===== src/rtl/aes_pkg.sv =====
// Shared definitions for the AES-128 key schedule generator.
//   - ks_state_t : key-expansion FSM state encoding
//   - NK/NR/NWORDS : AES-128 geometry constants
//   - RCON  : round-constant table (reference values)
//   - aes_sbox()  : forward AES S-box lookup
//   - aes_xtime() : GF(2^8) multiply-by-x used to advance Rcon
package aes_pkg;

  localparam int NK     = 4;
  localparam int NR     = 10;
  localparam int NWORDS = NK * (NR + 1);

  typedef enum logic [1:0] {
    IDLE   = 2'd0,
    LOAD   = 2'd1,
    EXPAND = 2'd2,
    DONE   = 2'd3
  } ks_state_t;

  localparam logic [0:NR-1][7:0] RCON = 80'h01020408102040801b36;

  localparam logic [0:255][7:0] SBOX = {
    128'h637c777bf26b6fc53001672bfed7ab76,
    128'hca82c97dfa5947f0add4a2af9ca472c0,
    128'hb7fd9326363ff7cc34a5e5f171d83115,
    128'h04c723c31896059a071280e2eb27b275,
    128'h09832c1a1b6e5aa0523bd6b329e32f84,
    128'h53d100ed20fcb15b6acbbe394a4c58cf,
    128'hd0efaafb434d338545f9027f503c9fa8,
    128'h51a3408f929d38f5bcb6da2110fff3d2,
    128'hcd0c13ec5f974417c4a77e3d645d1973,
    128'h60814fdc222a908846eeb814de5e0bdb,
    128'he0323a0a4906245cc2d3ac629195e479,
    128'he7c8376d8dd54ea96c56f4ea657aae08,
    128'hba78252e1ca6b4c6e8dd741f4bbd8b8a,
    128'h703eb5664803f60e613557b986c11d9e,
    128'he1f8981169d98e949b1e87e9ce5528df,
    128'h8ca1890dbfe6426841992d0fb054bb16
  };

  function automatic logic [7:0] aes_sbox(input logic [7:0] a);
    return SBOX[a];
  endfunction

  function automatic logic [7:0] aes_xtime(input logic [7:0] a);
    return {a[6:0], 1'b0} ^ (a[7] ? 8'h1b : 8'h00);
  endfunction

endpackage


===== src/rtl/aes_sub_word.sv =====
// Combinational SubWord: four forward S-box lookups on a 32-bit word.
//   sub_in  : input word
//   sub_out : byte-wise S-box substitution of sub_in
module aes_sub_word
  import aes_pkg::*;
(
  input  logic [31:0] sub_in,
  output logic [31:0] sub_out
);

  always_comb begin
    sub_out = '0;
    for (int unsigned b = 0; b < 4; b++) begin
      sub_out[8*b +: 8] = aes_sbox(sub_in[8*b +: 8]);
    end
  end

endmodule


===== src/rtl/aes_key_schedule_gen.sv =====
// Iterative AES-128 key expansion, one schedule word per clock.
// Latches the cipher key in LOAD, produces w[4..43] in EXPAND and
// presents all eleven round keys on a registered 1408-bit bus.
//   CLK          : clock, rising edge
//   RESET_N      : synchronous active-low reset
//   KS_START     : level request, sampled in IDLE
//   AES_KEY      : cipher key (byte 0 in [127:120]), sampled in LOAD
//   KS_BUSY      : high in LOAD and EXPAND
//   KS_DONE      : high in DONE
//   KEY_SCHEDULE : round key r at [128r+127:128r], w[4r] in its top word
// Optional build macro KS_KEY_CACHE_EN: remembers the last expanded key
// and skips straight to DONE when the same key is requested again.
module aes_key_schedule_gen
  import aes_pkg::*;
(
  input  logic                   CLK,
  input  logic                   RESET_N,
  input  logic                   KS_START,
  input  logic [127:0]           AES_KEY,
  output logic                   KS_BUSY,
  output logic                   KS_DONE,
  output logic [NWORDS*32-1:0]   KEY_SCHEDULE
);

  ks_state_t    state_q, state_d;
  logic [5:0]   word_idx;
  logic [7:0]   rcon;
  // Sliding window of w[i-4..i-1]; w[i-4] in the top word, w[i-1] at the bottom.
  // Avoids variable-index reads of the wide schedule bus.
  logic [127:0] win;
  logic [31:0]  rot_word;
  logic [31:0]  sub_word;
  logic [31:0]  temp;
  logic [31:0]  new_word;
  logic [10:0]  wr_base;
  logic         cache_hit;
  logic         last_word;

  assign last_word = (word_idx == 6'(NWORDS - 1));

`ifdef KS_KEY_CACHE_EN
  logic [127:0] last_key;
  logic         cache_vld;

  assign cache_hit = cache_vld && (AES_KEY == last_key);

  // Round key 0 still holds the loaded key when expansion finishes.
  always_ff @(posedge CLK) begin
    if (!RESET_N) begin
      cache_vld <= 1'b0;
      last_key  <= '0;
    end else if (state_q == EXPAND && state_d == DONE) begin
      cache_vld <= 1'b1;
      last_key  <= KEY_SCHEDULE[127:0];
    end
  end
`else
  assign cache_hit = 1'b0;
`endif

  always_ff @(posedge CLK) begin
    if (!RESET_N) begin
      state_q <= IDLE;
    end else begin
      state_q <= state_d;
    end
  end

  always_comb begin
    state_d = state_q;
    case (state_q)
      IDLE:    if (KS_START) state_d = cache_hit ? DONE : LOAD;
      LOAD:    state_d = EXPAND;
      EXPAND:  if (last_word) state_d = DONE;
      DONE:    if (!KS_START) state_d = IDLE;
      default: state_d = IDLE;
    endcase
  end

  assign KS_BUSY = (state_q == LOAD) || (state_q == EXPAND);
  assign KS_DONE = (state_q == DONE);

  assign rot_word = {win[23:0], win[31:24]};

  aes_sub_word u_sub_word (
    .sub_in  (rot_word),
    .sub_out (sub_word)
  );

  assign temp     = (word_idx[1:0] == 2'd0) ? (sub_word ^ {rcon, 24'h0}) : win[31:0];
  assign new_word = win[127:96] ^ temp;

  // Bit offset of w[i]: 128*(i/4) + 32*(3 - i%4).
  assign wr_base  = {word_idx[5:2], 7'b0} + {4'b0, ~word_idx[1:0], 5'b0};

  always_ff @(posedge CLK) begin
    if (!RESET_N) begin
      KEY_SCHEDULE <= '0;
      word_idx     <= '0;
      rcon         <= '0;
      win          <= '0;
    end else begin
      case (state_q)
        LOAD: begin
          KEY_SCHEDULE[127:0] <= AES_KEY;
          win                 <= AES_KEY;
          word_idx            <= 6'd4;
          rcon                <= 8'h01;
        end
        EXPAND: begin
          KEY_SCHEDULE[wr_base +: 32] <= new_word;
          win                         <= {win[95:0], new_word};
          if (!last_word) word_idx <= word_idx + 6'd1;
          if (word_idx[1:0] == 2'd0) rcon <= aes_xtime(rcon);
        end
        default: ;
      endcase
    end
  end

endmodule


===== config.mk =====
export PLATFORM = sky130hd
export DESIGN_NAME = aes_key_schedule_gen
export DESIGN_NICKNAME = d
export VERILOG_FILES = /design/src/rtl/aes_pkg.sv /design/src/rtl/aes_sub_word.sv /design/src/rtl/aes_key_schedule_gen.sv
export SDC_FILE = /design/constraint.sdc
export NUM_CORES = 2
export LEC_CHECK = 0
export ABC_AREA = 0
export CORE_AREA = 2 2 597 599
export CTS_BUF_LIST = sky130_fd_sc_hd__clkbuf_16
export DETAILED_ROUTE_END_ITERATION = 16
export DIE_AREA = 0 0 599 601
export PLACE_DENSITY = 0.34
export SETUP_SLACK_MARGIN = 0.5
export SLEW_MARGIN = 20
export SYNTH_ARGS = -nofsm -noshare
export SYNTH_HDL_FRONTEND = slang
export SYNTH_SLANG_ARGS = --single-unit

===== constraint.sdc =====
create_clock -name CLK -period 4.3 [get_ports CLK]
set_clock_uncertainty 0.2 [all_clocks]
set_input_delay 0.86 -clock CLK [delete_from_list [all_inputs] [get_ports CLK]]
set_output_delay 0.86 -clock CLK [all_outputs]
set_load 0.02 [all_outputs]

==> run_results.csv <==
group,metric,value,unit
status,status,"finished clean",
clock_tree,max-clock-path-buffers,4,
grt,antenna_found_initial,75,
clock_tree,cts_tree,"built",
critical_path,cp_max_fo,44,
min_path,whs_path_depth,3,
grt,grt_pass1_wl,650000,µm
critical_path,path_depth,17,
critical_path,critPathLaunchType,"flip-flop",
routing,avgViaCountPerCell,4.87,
critical_path,cp-end-kind,"flip-flop",
critical_path,crit_path_frequent_cell,"buf_12",
cells_and_area,drive_above_1_share,17.5,%
timing,setup-violations-final,0,
floorplan,rows,219,
floorplan,start_util,18.5,%
min_path,holdCritPathClass,"primary input to flip-flop",
routing,drt_wl_total,507000,µm
floorplan,die_w,599,µm
yosys,ys_ff_latch,1552,
floorplan,dieArea,0.360,mm²
yosys,ys_top_cells_by_count,"dfxtp_1 (1552), o21ai_0 (1526), nand2_1 (1235), clkbuf_1 (717), a21oi_1 (592)",
yosys,ys_warn_count,0,
grt,grt_usage,26.1,%
routing,drc,0,
yosys,synthAdderAreaFrac,1.32,%
critical_path,arrival,4.43,ns
timing,post-route-min-period,3.92,ns
timing,tns,0,ns
critical_path,critical_path.top_delay_family,"buffers and inverters",
yosys,synth_area_leader_cell,"dfxtp_1",
floorplan,core_area,0.354,mm²
yosys,synthTopCellsByArea,"dfxtp_1 (47%), o21ai_0 (12%), nand2_1 (7.1%)",
yosys,synth.avg_cell_area,8.25,µm²
yosys,synth_xor_area_share,0.853,%
power,leakagePower,36.7,nW
critical_path,path_buf_inv,8,
routing,dr_total_vias,71300,
yosys,synth_edf_count,0,
timing,tightest_slew,1.16,ns
grt,grt_pass1_vias,67800,
critical_path,slowest_stage,"a211oi_1",
clock_tree,clk_pin_slew_worst_paths,0.06,ns
yosys,syn-num-nets,8143,
timing,slew_violations,0,
routing,ant_nets,0,
placement,routabilityCongestion,0.911,
critical_path,critPathKind,"flip-flop to flip-flop",
timing,fin_ws,0.380,ns
yosys,synth_top_area_share,47.4,%
clock_tree,root_buffer,"clkbuf_16",
cells_and_area,nNetsFinal,9922,
routing,first_pass_iters,6,
floorplan,die_h,601,µm
cells_and_area,final_cells,14700,
power,power_density,1130,mW/mm²
routing,wire_per_inst,34.6,µm
critical_path,worstPathRequired,4.81,ns
cells_and_area,syn_to_final_growth,57.5,%
yosys,muxShareOfSynthArea,3.47,%
flow_run,drv_cap,0,
timing,fin_crit_sh,91.2,%
placement,portBuffers,1540,
critical_path,ff2ff_path_depth,17,
routing,drt_iter0_drc,6326,
placement,dp_hpwl,353000,µm
yosys,synthCells,7946,
grt,overflow,0,
grt,grt_start_max_net_pins,165,
timing,rsz0062_at_grt,"true",
yosys,synth_compound_area_share,26.2,%
yosys,ys_seq_area_share,47.4,%
yosys,netlist_area,0.0655,mm²
timing,max_freq,0.255,GHz
yosys,async_flop_share,0,%
critical_path,crit_chain,"buf_12 > buf_12 > buf_4 > nand2b_1 > a31oi_1 > a22o_1 > a211oi_1 > a211oi_2 > buf_4 > xnor2_2 > a21oi_1 > buf_4 > xnor2_4 > buf_12 > buf_12 > buf_16 > o21ai_1",
yosys,ys.flop_type,"dfxtp_1",
placement,dp_cells,14100,
yosys,synth_cell_types,91,
yosys,synth.most_common_cell,"dfxtp_1",
clock_tree,cts_sinks,1552,
yosys,synth-simple-area-share,15.1,%
cells_and_area,final_util,29.1,%
timing,hold_violations,0,
power,irDropWorstVdd,0.00114,V
clock_tree,h-tree-depth,4,
critical_path,slowest_delay,0.50,ns
placement,pre_cts_slack,-0.390,ns
clock_tree,clk_latency,0.92,ns
yosys,synth_top_family_by_area,"compound AO/OA/AOI/OAI gates",
timing,slew_headroom,22.6,%
floorplan,ios,1541,
clock_tree,cts_buffers,194,
==> layout make-up <==
| cell class | count | area, µm² |
|---|---|---|
| Clock buffer | 197 | 4930 |
| Inverter | 53 | 238 |
| Timing Repair Buffer | 2441 | 25800 |
| Multi-Input combinational cell | 5483 | 34000 |
| Tap cell | 4751 | 5940 |
| Antenna cell | 30 | 75.1 |
| Fill cell | 37600 | 251000 |
| Clock inverter | 150 | 1120 |
| Sequential cell | 1552 | 31100 |
==> metal layers <==
metal	vias up	GRT usage (%)	wire length, µm
li1	31900	-	-
met1	35900	32.1	206000
met2	2874	44.8	244000
met3	620	4.63	32600
met4	12	10.7	24700
met5	-	0	82
==> cells by family (layout without fill, tap and decap cells) <==
group           after synthesis  in the layout
fa+ha+maj                    70             70
xor+xnor                     63             63
buf+inv                     913           2841
simple gates               2221           2223
mux                         176            176
other cells                   0             30
compound gates             2951           2951
flops                      1552           1552
==> worst register-to-register path: cells and delay by family (launching register included) <==
kind                      cells  cell delay [ns]
buffers and inverters         8             1.57
DFF                           1             0.46
and+or+nand+nor               1             0.14
xor gates and xnor gates      2             0.24
AOI/OAI and AO/OA             6             1.20
==> what timing repair did <==
action                                  in CTS  in global routing
hold buffers                                 0                  0
gates cloned                                25                 30
setup buffers                               66                 59
gates resized for setup                    274                402
pin swaps                                   52                123
endpoints found under the setup margin    1319               1081
==> worst paths after layout <==
| path | endpoint | slack (ns) | from |
|---|---|---|---|
| hold reg to reg | KEY_SCHEDULE[696] | 0.25 | KEY_SCHEDULE[696] |
| setup reg to reg | KEY_SCHEDULE[1118] | 0.38 | win[18] |
| hold / removal | win[19] | 0.16 | RESET_N |
| setup / recovery | KEY_SCHEDULE[1118] | 0.38 | win[18] |
==> placed cells by master, fill, tap and decap left out, types with 30 or more instances in the layout <==
cell type	synthesis	layout
nand2b_1	95	79
clkbuf_16	0	226
o22ai_1	117	111
a211oi_1	87	70
mux4_2	38	39
nand3_1	182	181
o311ai_0	49	39
o221ai_1	54	44
clkinv_1	8	41
buf_16	0	40
o211ai_1	49	49
o21ai_1	1	49
a21oi_1	592	564
inv_1	42	79
o21ai_0	1526	1412
mux2i_1	123	114
nand2_1	1235	1214
nor2b_1	85	56
o21a_1	35	35
dfxtp_1	1552	1529
nor2_1	246	217
a31oi_4	0	36
buf_4	6	624
and3_1	120	119
a31oi_1	101	59
clkdlybuf4s50_1	0	1538
diode_2	0	30
a32o_1	34	34
buf_12	3	156
o21ai_2	1	65
buf_6	9	41
nor3_1	99	88
ha_1	66	31
==> power by group <==
part | switching [mW] | total, mW | internal, mW | leakage (nW)
Sequential | 1.25 | 16.7 | 15.5 | 12.6
Clock | 7.15 | 16.2 | 9.03 | 3.14
Combinational | 53.3 | 83.7 | 30.4 | 21.1
==> through the flow <==
stage                     area [µm²]  total power [mW]  hold slack [ns]
after detailed placement       91800              80.6            0.240
after floorplan                65600              37.9            0.290
after CTS                     100000               107           0.0891
after global routing          103000               120            0.116
after global placement         91800              80.9            0.234
final                         103000               117            0.165
==> state kept, by name, summed over array words and instances, names as in the netlist <==
name / flops
KEY_SCHEDULE: 1408
win: 128
rcon: 8
word_idx: 6
state_q: 2
No activity file was read; power rests on OpenSTA's default activity.
